File: src/rtl/fb_write_arbiter_pkg.sv
// Shared framebuffer geometry and arbiter state type.
// The drawing engines use these constants as well as the write arbiter.
package fb_pkg;

    localparam int unsigned FB_WIDTH  = 160;
    localparam int unsigned FB_HEIGHT = 120;
    localparam int unsigned FB_PIXELS = FB_WIDTH * FB_HEIGHT;
    localparam int unsigned FB_ADDRW  = 15;
    localparam int unsigned FB_DATAW  = 4;

    typedef enum logic [0:0] {
        IDLE,
        CLEAR
    } fb_arb_state_t;

    // An index into n items needs at least one bit, even when n is 1.
    function automatic int unsigned idx_width(input int unsigned n);
        return (n > 1) ? $clog2(n) : 1;
    endfunction

endpackage

File: src/rtl/fb_write_arbiter_if.sv
// Requester-side bundle for the framebuffer write arbiter: valid/ready per engine
// plus the packed addresses and colour indices.
interface fb_write_arbiter_if #(
    parameter int unsigned NREQ  = 2,
    parameter int unsigned ADDRW = 15,
    parameter int unsigned DATAW = 4
);

    logic [NREQ-1:0]       req_valid;
    logic [NREQ-1:0]       req_ready;
    logic [NREQ*ADDRW-1:0] req_addr;
    logic [NREQ*DATAW-1:0] req_cidx;

    modport master (
        output req_valid,
        output req_addr,
        output req_cidx,
        input  req_ready
    );

    modport slave (
        input  req_valid,
        input  req_addr,
        input  req_cidx,
        output req_ready
    );

endinterface

File: src/rtl/fb_write_arbiter_rr_arbiter.sv
// Combinational round-robin picker: the search starts one slot after ptr and
// returns a one-hot grant plus its index. The pointer register lives in the parent.
module rr_arbiter
    import fb_pkg::*;
#(
    parameter int unsigned N = 2,
    localparam int unsigned IW = idx_width(N)
) (
    input  logic [N-1:0]  req,
    input  logic [IW-1:0] ptr,
    input  logic          enable,
    output logic [N-1:0]  gnt,
    output logic [IW-1:0] gnt_idx
);

    always_comb begin
        int unsigned idx;
        logic [IW-1:0] sel;
        logic found;
        gnt     = '0;
        gnt_idx = '0;
        found   = 1'b0;
        idx     = 0;
        sel     = '0;
        for (int unsigned k = 0; k < N; k++) begin
            idx = (32'(ptr) + 32'd1 + k) % N;
            sel = IW'(idx);
            if (enable && !found && req[sel]) begin
                found    = 1'b1;
                gnt[sel] = 1'b1;
                gnt_idx  = sel;
            end
        end
    end

endmodule

File: src/rtl/fb_write_arbiter.sv
// Owns the framebuffer BRAM write port: round-robin arbitration between drawing
// engines plus a full-buffer clear sequencer. Optional macro: FB_WRITE_ARB_VBI_GATE_EN.
module fb_write_arbiter
    import fb_pkg::*;
#(
    parameter int unsigned NREQ      = 2,
    parameter int unsigned FB_PIXELS = 19200,
    parameter int unsigned ADDRW     = 15,
    parameter int unsigned DATAW     = 4,
    localparam int unsigned GW = idx_width(NREQ)
) (
    input  logic                 clk,
    input  logic                 rst_n,
    fb_write_arbiter_if.slave    req,
    input  logic                 clr_start,
    input  logic [DATAW-1:0]     clr_cidx,
    output logic                 clr_busy,
    output logic                 clr_done,
    input  logic                 vbi,
    output logic                 fb_we,
    output logic [ADDRW-1:0]     fb_addr,
    output logic [DATAW-1:0]     fb_cidx,
    output logic [GW-1:0]        grant_id
);

    localparam logic [ADDRW-1:0] LAST_ADDR = ADDRW'(FB_PIXELS - 1);

    fb_arb_state_t    state, state_next;
    logic [GW-1:0]    ptr;
    logic [ADDRW-1:0] cnt;
    logic [DATAW-1:0] clr_val;
    logic [NREQ-1:0]  gnt;
    logic [GW-1:0]    gnt_idx;
    logic             arb_en;
    logic             clr_go;
    logic             gate;

`ifdef FB_WRITE_ARB_VBI_GATE_EN
    assign gate = vbi;
`else
    logic unused_vbi;
    assign unused_vbi = vbi;
    assign gate       = 1'b1;
`endif

    rr_arbiter #(.N(NREQ)) u_rr (
        .req     (req.req_valid),
        .ptr     (ptr),
        .enable  (arb_en),
        .gnt     (gnt),
        .gnt_idx (gnt_idx)
    );

    assign req.req_ready = gnt;

    always_ff @(posedge clk or negedge rst_n) begin
        if (!rst_n) state <= IDLE;
        else        state <= state_next;
    end

    // A clear request pre-empts arbitration in the same cycle.
    always_comb begin
        state_next = state;
        clr_go     = 1'b0;
        arb_en     = 1'b0;
        case (state)
            IDLE: begin
                clr_go = clr_start & gate;
                arb_en = gate & ~clr_go;
                if (clr_go) state_next = CLEAR;
            end
            CLEAR: begin
                if (cnt == LAST_ADDR) state_next = IDLE;
            end
            default: state_next = IDLE;
        endcase
    end

    always_ff @(posedge clk or negedge rst_n) begin
        if (!rst_n) begin
            fb_we    <= 1'b0;
            fb_addr  <= '0;
            fb_cidx  <= '0;
            clr_busy <= 1'b0;
            clr_done <= 1'b0;
            grant_id <= '0;
            ptr      <= GW'(NREQ - 1);
            cnt      <= '0;
            clr_val  <= '0;
        end else begin
            clr_done <= 1'b0;
            if (state == CLEAR) begin
                fb_we   <= 1'b1;
                fb_addr <= cnt;
                fb_cidx <= clr_val;
                if (cnt == LAST_ADDR) begin
                    clr_busy <= 1'b0;
                    clr_done <= 1'b1;
                end else begin
                    cnt <= cnt + 1'b1;
                end
            end else if (clr_go) begin
                fb_we    <= 1'b0;
                cnt      <= '0;
                clr_val  <= clr_cidx;
                clr_busy <= 1'b1;
            end else if (|gnt) begin
                fb_we    <= 1'b1;
                fb_addr  <= req.req_addr[gnt_idx*ADDRW +: ADDRW];
                fb_cidx  <= req.req_cidx[gnt_idx*DATAW +: DATAW];
                ptr      <= gnt_idx;
                grant_id <= gnt_idx;
            end else begin
                fb_we <= 1'b0;
            end
        end
    end

endmodule

File: src/flat_wrapper.sv
// flat-port wrapper written by rule: the top's interface ports become plain ports
module fb_write_arbiter_flat import fb_pkg::*;
#(
    parameter int unsigned NREQ      = 2,
    parameter int unsigned FB_PIXELS = 19200,
    parameter int unsigned ADDRW     = 15,
    parameter int unsigned DATAW     = 4,
    localparam int unsigned GW = idx_width(NREQ)
)
  (clk, rst_n, clr_start, clr_cidx, clr_busy, clr_done, vbi, fb_we, fb_addr, fb_cidx, grant_id, req_req_valid, req_req_addr, req_req_cidx, req_req_ready);
  fb_write_arbiter_if #(.NREQ(NREQ), .ADDRW(ADDRW), .DATAW(DATAW)) req_i ();
  input  logic clk;
  input  logic rst_n;
  input  logic clr_start;
  input  logic [DATAW-1:0] clr_cidx;
  output logic clr_busy;
  output logic clr_done;
  input  logic vbi;
  output logic fb_we;
  output logic [ADDRW-1:0] fb_addr;
  output logic [DATAW-1:0] fb_cidx;
  output logic [GW-1:0] grant_id;
  input wire logic [$bits(req_i.req_valid)-1:0] req_req_valid;
  input wire logic [$bits(req_i.req_addr)-1:0] req_req_addr;
  input wire logic [$bits(req_i.req_cidx)-1:0] req_req_cidx;
  output wire logic [$bits(req_i.req_ready)-1:0] req_req_ready;
  assign req_i.req_valid = req_req_valid;
  assign req_i.req_addr = req_req_addr;
  assign req_i.req_cidx = req_req_cidx;
  assign req_req_ready = req_i.req_ready;
  fb_write_arbiter #(.NREQ(NREQ), .FB_PIXELS(FB_PIXELS), .ADDRW(ADDRW), .DATAW(DATAW)) u_core (.clk(clk), .rst_n(rst_n), .req(req_i), .clr_start(clr_start), .clr_cidx(clr_cidx), .clr_busy(clr_busy), .clr_done(clr_done), .vbi(vbi), .fb_we(fb_we), .fb_addr(fb_addr), .fb_cidx(fb_cidx), .grant_id(grant_id));
endmodule
File: config.mk
export PLATFORM = sky130hd
export DESIGN_NAME = fb_write_arbiter_flat
export DESIGN_NICKNAME = d
export VERILOG_FILES = /design/src/rtl/fb_write_arbiter_pkg.sv /design/src/rtl/fb_write_arbiter_if.sv /design/src/rtl/fb_write_arbiter_rr_arbiter.sv /design/src/rtl/fb_write_arbiter.sv /design/src/flat_wrapper.sv
export SDC_FILE = /design/constraint.sdc
export NUM_CORES = 1
export LEC_CHECK = 0
export ABC_CLOCK_PERIOD_IN_PS = 2800
export BUFFER_PORTS_ARGS = -buffer_cell sky130_fd_sc_hd__buf_2
export CORE_MARGIN = 2
export CORE_UTILIZATION = 51
export DETAILED_ROUTE_END_ITERATION = 8
export GPL_ROUTABILITY_DRIVEN = 0
export GPL_TIMING_DRIVEN = 1
export PLACE_DENSITY = 0.85
export RECOVER_POWER = 50
export SLEW_MARGIN = 0
export SYNTH_ARGS = -nofsm -noshare
export SYNTH_HDL_FRONTEND = slang
export SYNTH_HIERARCHICAL = 1
export SYNTH_SLANG_ARGS = --single-unit
File: constraint.sdc
create_clock -name clk -period 2.8 [get_ports clk]
set_clock_uncertainty 0.2 [all_clocks]
set_input_delay 0.56 -clock clk [delete_from_list [all_inputs] [get_ports clk]]
set_output_delay 0.56 -clock clk [all_outputs]
set_load 0.005 [all_outputs]
# Word-level counts from Yosys, hierarchy flattened
# Cells that the tools add are included.
totals:
  output_inout_bits: 25
  reg_bits: 44
  in_bits: 48
  elab_cells: 77
classes:
  n_mux: 35
  n_mul: 1
  reduce_logical: 14
  order_cmp: 4
  add_sub_neg: 3
  n_eq_ne: 4
  bitwise: 4
  shift: 2
ops:
  columns: ["operator", "n"]
  rows:
  - ["15-bit 2-to-1 mux", 6]
  - ["30-bit by 6-bit variable part select with 15-bit output", 1]
  - ["1-bit 2-to-1 mux", 21]
  - ["15-bit by 1-bit adder with 15-bit output, second input constant", 1]
  - ["15-bit == test, second input constant", 1]
  - ["4-bit 2-to-1 mux", 3]
  - ["2-bit AND reduction", 4]
  - ["8-bit by 4-bit variable part select with 4-bit output", 1]
  - ["1-bit logical AND", 5]
  - ["1-bit by 4-bit multiplier with 5-bit output, second input constant", 1]
  - ["1-bit by 2-bit < comparator with 1-bit output, second input constant", 2]
  - ["2-bit 2-to-1 mux", 2]
  - ["2-bit inequality test, second input constant", 2]
  - ["2-bit nonzero test", 2]
  - ["1-bit NOT", 3]
  - ["3-bit AND reduction", 1]
  - ["1-bit adder, second input constant", 2]
  - ["1-bit demux with 1-bit select", 2]
  - ["1-bit >= comparator, second input constant", 2]
  - ["2-bit by 1-bit inequality test with 1-bit output, second input constant", 1]
  - ["2-bit bitwise OR", 1]
  - ["1-bit one-hot mux with 2 select lines", 1]
  - ["2-bit OR reduction", 1]
  - ["1-bit logical NOT", 1]

# Longest topological paths before layout
# Gate-level depths: netlist of run 1.
logic_depth:
  ltp_word: 14
  depth_mapped: 9
  depth_no_buf: 9

# By module
# The synthesis of run 1 kept the hierarchy.
modules_own_cells:
  columns: ["mod", "instances", "seq_area_each_um2", "area_per_inst_um2", "cells_each"]
  rows:
  - ["fb_write_arbiter", 1, 1102.3, 2267.2, 209]
  - ["rr_arbiter", 1, 0.0, 26.3, 6]

# Worst setup path after synthesis of run 1
# Ideal clock, no wire load.
synth_path:
  path_type: "input-to-reg"
  from: "input port clr_start"
  to: "register u_core.fb_addr[4]"
  n_path_buf: 1
  slack_ps: 403
  required_time_ps: 2474
  arrival_time_ps: 2070
  cell_stages: 7
  setup_time_ps: 126
  path_cell_list: "nor2_1 -> nand2_1 -> a21oi_1 -> clkbuf_1 -> mux2i_1 -> nor2_1 -> a221o_2"
synth_between:
  elab_chain_cells: 13
  word_cells_on_any_way: 22
  cone_classes: "1 x mul; 1 x eq/ne; 1 x shift; 10 x mux; 2 x bitwise; 7 x reduce/logical"
synth_lines:
  columns: ["element", "line_no", "source"]
  rows:
  - ["from (decl)", "flat_wrapper.sv:14", "input logic clr_start;"]
  - ["1-bit NOT *", "fb_write_arbiter.sv:69", "arb_en = gate & ~clr_go;"]
  - ["1-bit 2-to-1 mux *", "fb_write_arbiter.sv:66", "case (state)"]
  - ["1-bit logical AND", "fb_write_arbiter_rr_arbiter.sv:28", "if (enable && !found && req[sel]) begin"]
  - ["1-bit 2-to-1 mux", "fb_write_arbiter_rr_arbiter.sv:28", null]
  - ["1-bit logical NOT", "fb_write_arbiter_rr_arbiter.sv:28", null]
  - ["1-bit logical AND (2 in a row)", "fb_write_arbiter_rr_arbiter.sv:28", null]
  - ["1-bit 2-to-1 mux *", "fb_write_arbiter_rr_arbiter.sv:28", null]
  - ["named net u_core.gnt_idx", "fb_write_arbiter.sv:33", "logic [GW-1:0] gnt_idx;"]
  - ["1-bit by 4-bit multiplier with 5-bit output *", "fb_write_arbiter.sv:109", "fb_addr <= req.req_addr[gnt_idx*ADDRW +: ADDRW];"]
  - ["30-bit by 6-bit variable part select with 15-bit output *", "fb_write_arbiter.sv:109", null]
  - ["15-bit 2-to-1 mux *", "fb_write_arbiter.sv:107", "end else if (|gnt) begin"]
  - ["15-bit 2-to-1 mux *", "fb_write_arbiter.sv:102", "end else if (clr_go) begin"]
  - ["15-bit 2-to-1 mux *", "fb_write_arbiter.sv:92", "if (state == CLEAR) begin"]
  - ["to (signal assigned)", "fb_write_arbiter.sv:94", "fb_addr <= cnt;"]
  - ["to (signal assigned)", "fb_write_arbiter.sv:109", null]
  - ["to (decl)", "fb_write_arbiter.sv:21", "output logic [ADDRW-1:0] fb_addr,"]
# The timed path passes the listed nets; every way through them passes the cells marked *. The select of a mux whose other input is x is not followed.
# A chain may end at the register's enable or synchronous reset.

# Worst setup path after layout of run 1
layout_path:
  from: "register u_core.state"
  to: "output port req_req_ready[1]"
layout_between:
  elab_chain_cells: 7
  word_cells_on_any_way: 9
  cone_classes: "4 x mux; 1 x bitwise; 4 x reduce/logical"
layout_lines:
  columns: ["element", "line_no", "source"]
  rows:
  - ["from (decl)", "fb_write_arbiter.sv:28", "fb_arb_state_t state, state_next;"]
  - ["from (signal assigned)", "fb_write_arbiter.sv:58", "else state <= state_next;"]
  - ["1-bit 2-to-1 mux *", "fb_write_arbiter.sv:66", null]
  - ["named net u_core.arb_en", "fb_write_arbiter.sv:34", "logic arb_en;"]
  - ["1-bit logical AND", "fb_write_arbiter_rr_arbiter.sv:28", null]
  - ["1-bit 2-to-1 mux", "fb_write_arbiter_rr_arbiter.sv:28", null]
  - ["1-bit logical NOT", "fb_write_arbiter_rr_arbiter.sv:28", null]
  - ["1-bit logical AND (2 in a row)", "fb_write_arbiter_rr_arbiter.sv:28", null]
  - ["2-bit 2-to-1 mux *", "fb_write_arbiter_rr_arbiter.sv:28", null]
  - ["to (decl)", "flat_wrapper.sv:26", "output wire logic [$bits(req_i.req_ready)-1:0] req_req_ready;"]
# The timed path passes the listed nets; every way through them passes the cells marked *.

==> impl_metrics.tcl, run 1 <==
set metrics [dict create \
    run_status "completed" \
    synth_cell_types 45 \
    num_rows 24 \
    chipHeight_um 71.1 \
    setup.worst_path.start_class "flip-flop" \
    setup_fix_bufs_post_cts 0 \
    timing_worst_setup_path_type "reg -> out" \
    drt.antenna.violating_nets 0 \
    sequential_share_of_the_synthesized_area 0.481 \
    postSynthCellCount 215 \
    post_synth.cell_area_avg_um2 10.7 \
    drc 0 \
    layout-drive-gt1-share 0.344 \
    postSynthRegisterBits 44 \
    grt_first_pass_wirelength_um 8960 \
    synth-edff-count 0 \
    grt-ovfl-total 0 \
    irDropWorstVdd_mv 0.364 \
    cts_inserted_buffers 5 \
    ioPinCount 73 \
    cp_data_arrival_time_ns 1.56 \
    unrepaired_setup_endpoints_after_global_routing "false" \
    drtPass1Iterations 4 \
    cts.path.max_buffers 2 \
    clock_tree.root_cell "clkbuf_8" \
    finalWorstPathRequiredPeriod_ns 2.32 \
    tritoncts_num_sinks 44 \
    timing.slew.headroom 0.421 \
    groute.usage.overall 0.225 \
    final_common_cell "buf_2" \
    clk_latency_ns 0.31 \
    postLayoutCellArea_um2 2790 \
    number_of_antenna_violations_at_the_first_check_in_global_routing 0 \
    totalWireLength_um 5290 \
    syn_nets 264 \
    worst_pin_slew_ns 0.869 \
    synth_area_um2 2290 \
    fp.dieArea_um2 5050 \
    placement.cell_area_um2 2710 \
    timing.critical_path.required_ns 2.04 \
    routing_usage_on_met3 0.0370 \
    routed-via-count 2002 \
    critical_path_peak_fanout 4 \
    dp_slack_ns -0.0443 \
    initial_core_util 0.527 \
    average_vias_per_placed_instance 5.84 \
    die_width_um 71.1 \
    clock_tree_from_tritoncts "yes" \
    globalRoute.busiestLayer "met2" \
    final_period_utilization 0.829 \
    grt_max_degree 31 \
    hold_viol_final 0 \
    commonest_non_fill_non_tap_cells_in_the_layout "buf_2 (65), dfrtp_1 (43), nor2_1 (27), mux2i_1 (19)" \
    max_freq_ghz 0.431 \
    yosysWarnings 6 \
    place.detailed.hpwl_um 3830 \
    routed_wire_length_per_instance_um 15.4 \
    core-area_um2 4350 \
    number_of_global_route_vias_before_repair 1975 \
    finish.net_count 339 \
    power.leakage_uw 0.00131 \
    timing.hold.ws_ns 0.253 \
    pwr_density_cell_nw_per_um2 602 \
    maxCapViolCount 0 \
    drt_iter0_drc 108 \
    final.setup.worst_slack_ns 0.478 \
    post-route-util 0.641 \
    area_growth_syn_to_layout_pct 21.8 \
    synth-main-ff-cell "dfrtp_1" \
    global_route.usage.met1 0.281 \
    asyncSetResetFlopFracSynth 1.00 \
    gr-usage-met2 0.377 \
    antenna-diode-count 0 \
    clk_pin_slew_worst_paths_ns 0.08 \
    worstSetupEndpointType "output pin" \
    hold_class "in -> reg" \
    finalMaxSlewViolations 0 \
    setup_viol 0 \
    count_of_port_buffers_added_during_placement 71 \
    clock_tree.htree_level_count 2 \
]
## critical path, cell delays in order (launching register included)
cell,delay [ns]
dfrtp_1,0.39
nor2_1,0.27
nand2_1,0.15
a21oi_1,0.20
buf_4,0.15
buf_2,0.10
## synthesized netlist by cell type (all sizes together), types with 2 or more instances
cell,number,area (µm²)
a21oi,5,25.0
a221o,18,181
a221oi,2,17.5
a22o,5,50.1
a41oi,2,25.0
and3,5,31.3
and4,5,50.1
buf,7,65.1
clkbuf,6,22.5
dfrtp,43,1080
inv,6,22.5
mux2,4,45.0
mux2i,19,190
nand2,17,63.8
nand3,7,35.0
nand4,5,31.3
nor2,28,105
nor2b,2,12.5
nor3,2,10.0
o21ai,4,23.8
o22ai,3,18.8
xnor2,3,26.3
xor2,2,17.5
## state kept, by name, summed over array words and instances (netlist names)
signal / cells
u_core/clr_busy: 1
u_core/clr_done: 1
u_core/clr_val: 4
u_core/cnt: 15
u_core/fb_addr: 15
u_core/fb_cidx: 4
u_core/fb_we: 1
u_core/grant_id: 1
u_core/ptr: 1
u_core/state: 1
## layer usage
metal / up-vias / share of wire
met5: - / 0
met4: 0 / 0.015
met3: 10 / 0.050
met2: 60 / 0.50
met1: 978 / 0.43
li1: 954 / -
## area by class of cell
type / instances / area (µm²)
multi-input combinational: 151 / 1080
sequential: 44 / 1100
clock inverter: 2 / 12.5
inverter: 7 / 26.3
fill: 344 / 1560
tap: 52 / 65.1
timing repair buffer: 81 / 430
clock buffer: 6 / 72.6
## stage by stage
step	power [µW]	setup TNS [ns]	instances
finish	1680	0	343
global route	1770	0	343
CTS	1690	0	343
detailed placement	1300	-0.0871	334
global placement	1280	0	334
floorplan	1160	0	215
## path summary, 6_finish.rpt
check                                  start                end  slack, ns  depth (start not counted)
worst max-delay path            u_core/state   req_req_ready[1]       0.48                          5
worst min-delay path             clr_cidx[0]  u_core/clr_val[0]       0.25                          3
worst max register to register  u_core/state      u_core/cnt[3]       0.54                          5
worst min register to register    u_core/ptr         u_core/ptr       0.30                          2
max in group asynchronous              rst_n      u_core/cnt[0]       0.54                          3
min in group asynchronous              rst_n  u_core/fb_addr[9]       0.62                          2
## cells by family after synthesis
| logic type | after synthesis | synth area share |
|---|---|---|
| compound gates | 45 | 0.170 |
| xor+xnor | 5 | 0.0191 |
| fa+ha+maj | 1 | 0.00545 |
| buf+inv | 20 | 0.0496 |
| flops | 44 | 0.481 |
| mux | 23 | 0.103 |
| simple gates | 77 | 0.173 |
## power breakdown
group | leakage [µW] | switching, µW | internal (µW) | total [µW]
Sequential | 0.000538 | 154 | 768 | 923
Combinational | 0.000730 | 145 | 223 | 368
Clock | 0.0000412 | 217 | 174 | 391
Total | 0.00131 | 516 | 1170 | 1680
## repair_timing
action | in CTS | in global routing
hold buffers | 1 | 0
resized for setup | 0 | 1
hold endpoints to repair | 12 | 0
endpoints found under the setup margin | 0 | 1
Power figures use the tool's default switching activity.
==> inputs of run 2 (changes only) <==
- ABC_AREA: not set -> 1
- ABC_CLOCK_PERIOD_IN_PS: 2800 -> 2300
- clock period: 2.8 -> 2.3 ns (I/O delays scaled with it)
==> impl_metrics.tcl, run 2 <==
set metrics [dict create \
    fp.dieArea_um2 5190 \
    synth-main-ff-cell "dfrtp_1" \
    finish.net_count 408 \
    timing.slew.headroom 0.425 \
    total_switching_power_uw 749 \
    irDropWorstVdd_mv 0.425 \
    hold_viol_final 0 \
    worstSetupEndpointType "flip-flop" \
    seqPwrFrac 0.522 \
    unrepaired_setup_endpoints_after_global_routing "false" \
    fin_setup_tns_ns 0 \
    drc 0 \
    maxCapViolCount 0 \
    grt_first_pass_wirelength_um 9560 \
    postSynthRegisterBits 44 \
    final-seq-area_um2 1100 \
    routed_wire_length_per_instance_um 13.6 \
    sequential_share_of_the_synthesized_area 0.467 \
    post-route-util 0.653 \
    setup_fix_bufs_post_cts 0 \
    finalWorstPathRequiredPeriod_ns 2.12 \
    pwr-share-comb 0.271 \
    clock_tree.htree_level_count 2 \
    holdBufCountCts 0 \
    critical_path_peak_fanout 19 \
    setup.worst_path.start_class "flip-flop" \
    average_vias_per_placed_instance 5.37 \
    cts_inserted_buffers 5 \
    yosysWarnings 6 \
    timing.critical_path.required_ns 2.27 \
    drt.antenna.violating_nets 0 \
    postCtsResizedCells 0 \
    multiInputGateArea_um2 1110 \
    synth_commonest_cells "nand2_1 (76), dfrtp_1 (43), inv_1 (20)" \
    drtPass1Iterations 4 \
    synth_area_um2 2360 \
    antenna-diode-count 0 \
    chipHeight_um 72.0 \
    die_width_um 72.0 \
    final_period_utilization 0.920 \
    cp_data_arrival_time_ns 2.08 \
    synthMostInstantiatedCell "nand2_1" \
    clock_tree_from_tritoncts "yes" \
    setup_viol 0 \
    synth.top_cells.by_area "dfrtp_1 (46%), nand2_1 (12%), o211ai_1 (5.7%)" \
    r2r_start "u_core/state" \
    area_growth_syn_to_layout_pct 22.1 \
    hold_class "in -> async" \
    postSynthCellCount 279 \
    routed-via-count 2213 \
    core-area_um2 4410 \
    clk_pin_slew_worst_paths_ns 0.09 \
    synth_cell_types 28 \
    finalMaxSlewViolations 0 \
    synth_top_cell_by_area "dfrtp_1" \
    clock_tree.root_cell "clkbuf_8" \
    syn_nets 328 \
    n_fill_cell 357 \
    initial_core_util 0.535 \
    asyncSetResetFlopFracSynth 1.00 \
    clk_latency_ns 0.30 \
    largest_registers "u_core/cnt x15, u_core/fb_addr x15" \
    number_of_global_route_vias_before_repair 2141 \
    tritoncts_num_sinks 44 \
    ioPinCount 73 \
    grt-ovfl-total 0 \
    place.detailed.hpwl_um 4260 \
    final_common_cell "nand2_1" \
    totalWireLength_um 5590 \
    number_of_antenna_violations_at_the_first_check_in_global_routing 0 \
    max_freq_ghz 0.473 \
    timing_worst_setup_path_type "reg -> reg" \
    worst_pin_slew_ns 0.863 \
    crit_path_start "u_core/state" \
    commonest_non_fill_non_tap_cells_in_the_layout "nand2_1 (76), buf_2 (68), dfrtp_1 (43), inv_1 (20)" \
    groute.usage.overall 0.236 \
    switching_share 0.339 \
    synth_largest_type_area_fraction 0.456 \
    power.leakage_uw 0.00143 \
    count_of_port_buffers_added_during_placement 71 \
    power_frac_clock 0.207 \
    run_status "completed" \
    grt_max_degree 37 \
    pwr_density_cell_nw_per_um2 768 \
    cell_internal_pwr_uw 1460 \
    ff2ff_setup_slack_ns 0.18 \
    layout-drive-gt1-share 0.333 \
    cts.path.max_buffers 2 \
    num_rows 24 \
    synth-edff-count 0 \
    drt_iter0_drc 174 \
    post_synth.cell_area_avg_um2 8.46 \
]
## run 2: power groups by stage
stage | clock network (µW) | logic [µW] | registers, µW
finish | 459 | 599 | 1150
global route | 502 | 682 | 1180
CTS | 474 | 610 | 1150
detailed placement | 0 | 607 | 1160
global placement | 0 | 579 | 1150
floorplan | 0 | 380 | 1130
## run 2: final timing paths
path	cells past startpoint	to
min	1	u_core/fb_addr[0]
min in group clk	2	u_core/clr_val[2]
max reg2reg	7	u_core/fb_addr[4]
max	7	u_core/fb_addr[4]
max in group asynchronous	2	u_core/grant_id
min reg2reg	2	u_core/fb_addr[13]
## run 2: through the flow
stage / setup WS [ns] / cells / cell area, µm² / power (µW) / hold WS, ns
2_1_floorplan: 0.274 / 279 / 2360 / 1510 / -0.0356
3_3_place_gp: 0.169 / 404 / 2820 / 1730 / 0.266
3_5_place_dp: 0.0105 / 404 / 2820 / 1770 / 0.272
4_1_cts: 0.203 / 412 / 2900 / 2230 / 0.0650
5_1_grt: 0.00580 / 412 / 2880 / 2360 / 0.148
6_report: 0.184 / 412 / 2880 / 2210 / 0.0529
## run 2: kinds of logic (layout without fill, tap and decap cells)
logic type                 after synthesis  after routing  share of synthesized area
xor gates and xnor gates                 5              5                     0.0185
DFF                                     44             44                      0.467
AOI/OAI and AO/OA                       57             57                      0.160
adders and majority gates                1              1                    0.00530
buffers and inverters                   33            114                     0.0604
muxes                                    4              4                     0.0191
and+or+nand+nor                        135            135                      0.270
## run 2: routing by layer
metal	global-route usage	part of all wire	up-vias
met1	0.294	0.43	1025
li1	-	-	1099
met4	0.0901	0.018	0
met3	0.0514	0.061	8
met5	0	0	-
met2	0.404	0.49	81
## run 2: layout make-up
cell class | count | area share
clock buffers | 7 | 0.0265
clock inverters | 1 | 0.00174
inverters | 22 | 0.0286
multi-input cells | 202 | 0.385
flip-flops and latches | 44 | 0.382
well taps | 52 | 0.0226
repair buffers | 84 | 0.154
## run 2: worst max-delay path: stages (launching register included)
cell,delay [ns]
dfrtp_1,0.38
nor2_1,0.19
nand2_1,0.11
a21oi_1,0.23
inv_1,0.30
or2_2,0.36
o211ai_1,0.10
o211ai_1,0.11
